**src/rtl/mm_controller_if.sv**
```systemverilog
`default_nettype none
// +----------------------------------------------------------------------------+
// | Module  : mm_controller_if                                                 |
// | Brief   : Handshake, memory-address and datapath-control bundle for the    |
// |           matrix-multiply sequencer.                                       |
// | Revision: 1.0 - initial release                                            |
// +----------------------------------------------------------------------------+
interface mm_controller_if #(
  parameter int ADDR_WIDTH = 4
);
  logic                  start;
  logic                  busy;
  logic                  done;
  logic                  error;
  logic [ADDR_WIDTH-1:0] addr_A;
  logic [ADDR_WIDTH-1:0] addr_B;
  logic [ADDR_WIDTH-1:0] addr_C;
  logic                  we_C;
  logic                  en_Mux;
  logic                  en_PPReg;
  logic                  en_FDReg;
  logic                  resultIsInvalid;

  modport master (
    input  start, resultIsInvalid,
    output busy, done, error, addr_A, addr_B, addr_C,
           we_C, en_Mux, en_PPReg, en_FDReg
  );

  modport slave (
    output start, resultIsInvalid,
    input  busy, done, error, addr_A, addr_B, addr_C,
           we_C, en_Mux, en_PPReg, en_FDReg
  );
endinterface
`default_nettype wire

```
**src/rtl/mm_controller.sv**
```systemverilog
`default_nettype none
// +----------------------------------------------------------------------------+
// | Module  : mm_controller                                                    |
// | Brief   : Sequencer for C = A x B on N x N row-major matrices; optional    |
// |           early abort on an invalid result via MMCTRL_ERR_ABORT_EN.        |
// | Revision: 1.0 - initial release                                            |
// +----------------------------------------------------------------------------+
module mm_controller #(
  parameter int DATA_WIDTH = 8,
  parameter int N          = 4,
  parameter int ADDR_WIDTH = 4
) (
  input  logic            clk,
  input  logic            reset,
  mm_controller_if.master bus
);
  localparam int            CW     = (N > 1) ? $clog2(N) : 1;
  localparam logic [CW-1:0] c_LAST = CW'(N - 1);

  generate
    if (N < 2 || N > 16 || ADDR_WIDTH < $clog2(N * N) || DATA_WIDTH < 1) begin : g_bad_params
      $error("mm_controller: illegal parameter combination");
    end
  endgenerate

  typedef enum logic [2:0] {
    S_IDLE  = 3'd0,
    S_ISSUE = 3'd1,
    S_DRAIN = 3'd2,
    S_FINAL = 3'd3,
    S_WRITE = 3'd4,
    S_DONE  = 3'd5
  } state_t;

  state_t                r_state, w_state_n;
  logic [CW-1:0]         r_i, r_j, r_k, w_i_n, w_j_n, w_k_n;
  logic                  r_error, w_error_n;
  logic                  r_busy, r_done, r_we_C, r_en_Mux, r_en_PPReg, r_en_FDReg;
  logic [ADDR_WIDTH-1:0] r_addr_A, r_addr_B, r_addr_C;
  logic [ADDR_WIDTH-1:0] w_addr_A_n, w_addr_B_n, w_addr_C_n;

  always_comb begin
    w_state_n = r_state;
    w_i_n     = r_i;
    w_j_n     = r_j;
    w_k_n     = r_k;
    w_error_n = r_error;
    case (r_state)
      S_IDLE: begin
        if (bus.start) begin
          w_state_n = S_ISSUE;
          w_i_n     = '0;
          w_j_n     = '0;
          w_k_n     = '0;
          w_error_n = 1'b0;
        end
      end
      S_ISSUE: begin
        if (r_k == c_LAST) begin
          w_state_n = S_DRAIN;
          w_k_n     = '0;
        end else begin
          w_k_n = r_k + CW'(1);
        end
      end
      S_DRAIN: w_state_n = S_FINAL;
      S_FINAL: w_state_n = S_WRITE;
      S_WRITE: begin
        if (bus.resultIsInvalid) w_error_n = 1'b1;
`ifdef MMCTRL_ERR_ABORT_EN
        if (bus.resultIsInvalid || (r_i == c_LAST && r_j == c_LAST)) begin
`else
        if (r_i == c_LAST && r_j == c_LAST) begin
`endif
          w_state_n = S_DONE;
          w_i_n     = '0;
          w_j_n     = '0;
        end else begin
          w_state_n = S_ISSUE;
          if (r_j == c_LAST) begin
            w_j_n = '0;
            w_i_n = r_i + CW'(1);
          end else begin
            w_j_n = r_j + CW'(1);
          end
        end
      end
      S_DONE:  w_state_n = S_IDLE;
      default: w_state_n = S_IDLE;
    endcase

    // Outputs are precomputed from the next state so the registered copy lines up with it.
    w_addr_A_n = '0;
    w_addr_B_n = '0;
    w_addr_C_n = '0;
    if (w_state_n == S_ISSUE) begin
      w_addr_A_n = ADDR_WIDTH'(w_i_n) * ADDR_WIDTH'(N) + ADDR_WIDTH'(w_k_n);
      w_addr_B_n = ADDR_WIDTH'(w_k_n) * ADDR_WIDTH'(N) + ADDR_WIDTH'(w_j_n);
    end
    if (w_state_n == S_WRITE) begin
      w_addr_C_n = ADDR_WIDTH'(w_i_n) * ADDR_WIDTH'(N) + ADDR_WIDTH'(w_j_n);
    end
  end

  always_ff @(posedge clk or posedge reset) begin
    if (reset) begin
      r_state    <= S_IDLE;
      r_i        <= '0;
      r_j        <= '0;
      r_k        <= '0;
      r_error    <= 1'b0;
      r_busy     <= 1'b0;
      r_done     <= 1'b0;
      r_we_C     <= 1'b0;
      r_en_Mux   <= 1'b0;
      r_en_PPReg <= 1'b0;
      r_en_FDReg <= 1'b0;
      r_addr_A   <= '0;
      r_addr_B   <= '0;
      r_addr_C   <= '0;
    end else begin
      r_state    <= w_state_n;
      r_i        <= w_i_n;
      r_j        <= w_j_n;
      r_k        <= w_k_n;
      r_error    <= w_error_n;
      r_busy     <= (w_state_n != S_IDLE);
      r_done     <= (w_state_n == S_DONE);
      r_we_C     <= (w_state_n == S_WRITE);
      // Partial-product enables trail each ISSUE cycle by one; k=0 restarts accumulation.
      r_en_PPReg <= (r_state == S_ISSUE);
      r_en_Mux   <= (r_state == S_ISSUE) && (r_k != '0);
      r_en_FDReg <= (w_state_n == S_FINAL);
      r_addr_A   <= w_addr_A_n;
      r_addr_B   <= w_addr_B_n;
      r_addr_C   <= w_addr_C_n;
    end
  end

  assign bus.busy     = r_busy;
  assign bus.done     = r_done;
  assign bus.error    = r_error;
  assign bus.addr_A   = r_addr_A;
  assign bus.addr_B   = r_addr_B;
  assign bus.addr_C   = r_addr_C;
  assign bus.en_Mux   = r_en_Mux;
  assign bus.en_PPReg = r_en_PPReg;
  assign bus.en_FDReg = r_en_FDReg;
`ifdef MMCTRL_ERR_ABORT_EN
  // The invalid flag only arrives during WRITE, so the write strobe is gated combinationally.
  assign bus.we_C     = r_we_C & ~bus.resultIsInvalid;
`else
  assign bus.we_C     = r_we_C;
`endif
endmodule
`default_nettype wire

```
**src/flat_wrapper.sv**
```systemverilog
// flat-port wrapper written by rule: the top's interface ports become plain ports
module mm_controller_flat 
#(
  parameter int DATA_WIDTH = 8,
  parameter int N          = 4,
  parameter int ADDR_WIDTH = 4
)
  (clk, reset, bus_start, bus_resultIsInvalid, bus_busy, bus_done, bus_error, bus_addr_A, bus_addr_B, bus_addr_C, bus_we_C, bus_en_Mux, bus_en_PPReg, bus_en_FDReg);
  mm_controller_if #(.ADDR_WIDTH(ADDR_WIDTH)) bus_i ();
  input  logic clk;
  input  logic reset;
  input wire logic [$bits(bus_i.start)-1:0] bus_start;
  input wire logic [$bits(bus_i.resultIsInvalid)-1:0] bus_resultIsInvalid;
  output wire logic [$bits(bus_i.busy)-1:0] bus_busy;
  output wire logic [$bits(bus_i.done)-1:0] bus_done;
  output wire logic [$bits(bus_i.error)-1:0] bus_error;
  output wire logic [$bits(bus_i.addr_A)-1:0] bus_addr_A;
  output wire logic [$bits(bus_i.addr_B)-1:0] bus_addr_B;
  output wire logic [$bits(bus_i.addr_C)-1:0] bus_addr_C;
  output wire logic [$bits(bus_i.we_C)-1:0] bus_we_C;
  output wire logic [$bits(bus_i.en_Mux)-1:0] bus_en_Mux;
  output wire logic [$bits(bus_i.en_PPReg)-1:0] bus_en_PPReg;
  output wire logic [$bits(bus_i.en_FDReg)-1:0] bus_en_FDReg;
  assign bus_i.start = bus_start;
  assign bus_i.resultIsInvalid = bus_resultIsInvalid;
  assign bus_busy = bus_i.busy;
  assign bus_done = bus_i.done;
  assign bus_error = bus_i.error;
  assign bus_addr_A = bus_i.addr_A;
  assign bus_addr_B = bus_i.addr_B;
  assign bus_addr_C = bus_i.addr_C;
  assign bus_we_C = bus_i.we_C;
  assign bus_en_Mux = bus_i.en_Mux;
  assign bus_en_PPReg = bus_i.en_PPReg;
  assign bus_en_FDReg = bus_i.en_FDReg;
  mm_controller #(.DATA_WIDTH(DATA_WIDTH), .N(N), .ADDR_WIDTH(ADDR_WIDTH)) u_core (.clk(clk), .reset(reset), .bus(bus_i));
endmodule
```
**config.mk**
```make
export PLATFORM = sky130hd
export DESIGN_NAME = mm_controller_flat
export DESIGN_NICKNAME = d
export VERILOG_FILES = /design/src/rtl/mm_controller_if.sv /design/src/rtl/mm_controller.sv /design/src/flat_wrapper.sv
export SDC_FILE = /design/constraint.sdc
export NUM_CORES = 1
export LEC_CHECK = 0
export CAP_MARGIN = 40
export CORE_ASPECT_RATIO = 0.9
export CORE_UTILIZATION = 40
export CTS_BUF_LIST = sky130_fd_sc_hd__clkbuf_16
export CTS_CLUSTER_SIZE = 20
export DETAILED_ROUTE_END_ITERATION = 6
export GPL_TIMING_DRIVEN = 0
export PLACE_DENSITY = 0.66
export SLEW_MARGIN = 20
export SYNTH_ARGS = -nofsm -noshare
export SYNTH_HDL_FRONTEND = slang
export SYNTH_SLANG_ARGS = --single-unit
```
**constraint.sdc**
```tcl
create_clock -name clk -period 4.2 [get_ports clk]
set_clock_uncertainty 0.1 [all_clocks]
set_input_delay 0.42 -clock clk [delete_from_list [all_inputs] [get_ports clk]]
set_output_delay 0.42 -clock clk [all_outputs]
set_load 0.01 [all_outputs]
```
==> results.yml <==
sta:
  tns_ns: 0
  hold_viol_final: 0
  finalMaxSlewViolations: 0
  maxSlewHeadroom_pct: 62.15
  finalSetupViolCount: 0
  period_needed_ns: 1.793
  fmax_mhz: 557.6
  setup_ws_ns: 2.407
  fin_crit_sh_pct: 42.70
  tightest_slew_ns: 0.5672
  rsz0062_at_grt: "no"
yosys:
  synth_xor_area_share_pct: 0
  yosys_warnings: 0
  ys_seq_elements: 26
  synth_edf_count: 0
  ys.flop_type: "dfrtp_1"
  syn_nets: 103
  avgSynthCellArea_sq_um: 11.96
  syn_area_sq_um: 1136
  synthMuxAreaShare_pct: 0.8811
  synth_compound_area_share_pct: 16.63
  synth_seq_area_share_pct: 57.27
  yosys.area_share.simple_pct: 15.09
  synth_fa_ha_area_share_pct: 4.405
  yosys.cell_types.count: 30
  synth_top_family_by_area: "compound AO/OA/AOI/OAI gates"
  postSynthCellCount: 95
  synthArstFlopShare_pct: 100.0
clock_tree:
  hold_buffers: 0
  clockRootBuffer: "clkbuf_16"
  cts_resized: 0
  worstSkewPairLatency_ns: 0.26
  cts_tree: "done"
  clockBufferDepth: 2
  clk_pin_slew_ns: 0.07
  clkSinkCount: 26
  cts_buffers: 3
  post_cts_buffers: 0
  htree_levels: 1
routing:
  wl_mm: 2.068
  first_iter_violations: 11
  postRouteAntennaNets: 0
  wl_per_cell_um: 12.93
  vias: 799
  remaining_drc_errors: 0
  via_per_inst: 4.994
  drt-met1-wl_um: 968
  highest-signal-layer: "met4"
  dr_wl_met2_mm: 1.002
  drtPass1Iterations: 4
  wl_met3_um: 77
critical_path:
  end_kind: "flop"
  crit_start: "u_core.r_state[2]"
  required_ns: 4.25
  r2r_start: "u_core.r_state[2]"
  cp-start-kind: "flop"
  crit_fanout: 10
  worstSetupPathType: "reg -> reg"
  arrival_ns: 1.85
layout:
  fin_nets: 131
  fin_area_sq_um: 1524
  diodes: 0
  multi_input_area_sq_um: 420.4
  syn2layout_area_growth_pct: 34.14
  fillers: 224
  seq_area_sq_um: 650.6
  final_cells: 160
  drive_gt1_share_pct: 14.75
die:
  num_rows: 17
  dieArea_sq_um: 3058
  boundaryPins: 23
  die_height_um: 52.56
  core_area_sq_um: 2574
  die_w_um: 58.18
  start_util_pct: 44.14
placement:
  place_inst: 156
  hpwl_mm: 1.464
  port_buffers: 22
  place_congestion: 0.8025
  pre_cts_slack_ns: 2.181
  placed_area_sq_um: 1419
pwr:
  power_density_nw_per_um2: 677.5
  leakage_uw: 0.0007268
  peakVddDrop_v: 0.0003151
grt:
  antenna_found_initial: 0
  groute.usage.overall_pct: 16.21
  grt-ovfl-total: 0
  grt_max_degree: 16
  grt_pass1_vias: 784
  grt_pass1_wl_mm: 3.574
min_path:
  min_path_type: "in -> async"
flow_run:
  drv_cap: 0
run_status:
  outcome: "completed"
final timing paths:
path | to | slack [ns] | cells after the start
max in group asynchronous | u_core.r_state[0] | 3.11 | 3
min reg2reg | u_core.bus.error | 0.43 | 1
min in group clk | u_core.bus.error | 0.43 | 1
max | u_core.bus.addr_A[1] | 2.41 | 4
max reg2reg | u_core.bus.addr_A[1] | 2.41 | 4
min | u_core.bus.addr_C[3] | 0.41 | 2
worst max-delay path, stage by stage, from the launching register on:
cell	delay, ns
dfrtp_1	0.39
buf_6	0.15
or3b_4	0.41
o32a_2	0.29
a221oi_1	0.33
cell usage after synthesis (3+ instances only):
cell type | count | share of area [%]
a21boi_0 | 4 | 2.6
a221oi_1 | 5 | 3.9
buf_4 | 3 | 2.0
dfrtp_1 | 26 | 57
ha_1 | 4 | 4.4
inv_1 | 4 | 1.3
nand2_1 | 11 | 3.6
nor2_1 | 6 | 2.0
o21ai_0 | 5 | 2.2
per-layer routing:
layer,track usage [%],vias to the layer above
met1,20.51,394
met2,25.10,18
li1,-,384
met4,7.540,0
met5,0,-
met3,5.432,3
flip-flops by register name, summed over array words and instances, names as in the netlist, 2 cells and up:
name	count
u_core.bus.addr_B	2
u_core.r_state	3
u_core.r_j	2
u_core.r_k	2
u_core.bus.addr_A	4
u_core.bus.addr_C	4
u_core.r_i	2
placed cells by master, fill, tap and decap left out, types with 2 or more instances in the layout:
master	n
dfrtp_1	26
clkdlybuf4s50_1	22
nand2_1	11
nor2_1	6
o21ai_0	5
a221oi_1	5
inv_1	4
a21boi_0	4
ha_1	4
buf_4	3
clkbuf_16	3
buf_6	2
or2_2	2
nor2b_1	2
a21o_1	2
o31ai_1	2
nor3b_1	2
per-stage QoR:
| stage | hold slack, ns | util (%) | total power (uW) |
|---|---|---|---|
| final | 0.4070 | 59.21 | 1033 |
| after global routing | 0.4637 | 59.21 | 1104 |
| after CTS | 0.4216 | 59.21 | 1044 |
| after detailed placement | 0.4191 | 55.13 | 765.8 |
| after global placement | 0.4102 | 54.55 | 752.6 |
| after floorplan | 0.3600 | - | 622.6 |
power by group:
group / internal (uW) / total (uW) / switching (uW)
logic: 208 / 416 / 208
clock network: 190 / 275 / 85.4
registers: 312 / 341 / 29.3
total: 710 / 1030 / 322
kinds of logic (layout without fill, tap and decap cells):
family	after synthesis	in the layout
muxes	1	1
DFF	26	26
buffers and inverters	10	37
adders and majority gates	4	4
and+or+nand+nor	31	31
AOI/OAI and AO/OA	23	23
final cells by class:
cell class / count / share of cell area, %
inverter: 4 / 0.9852
clock buffer: 3 / 4.926
multi-input combinational: 59 / 27.59
buffer: 6 / 3.284
clock inverter: 1 / 1.970
sequential: 26 / 42.69
tap: 38 / 3.120
timing repair buffer: 23 / 15.44
Power figures use the tool's default switching activity.
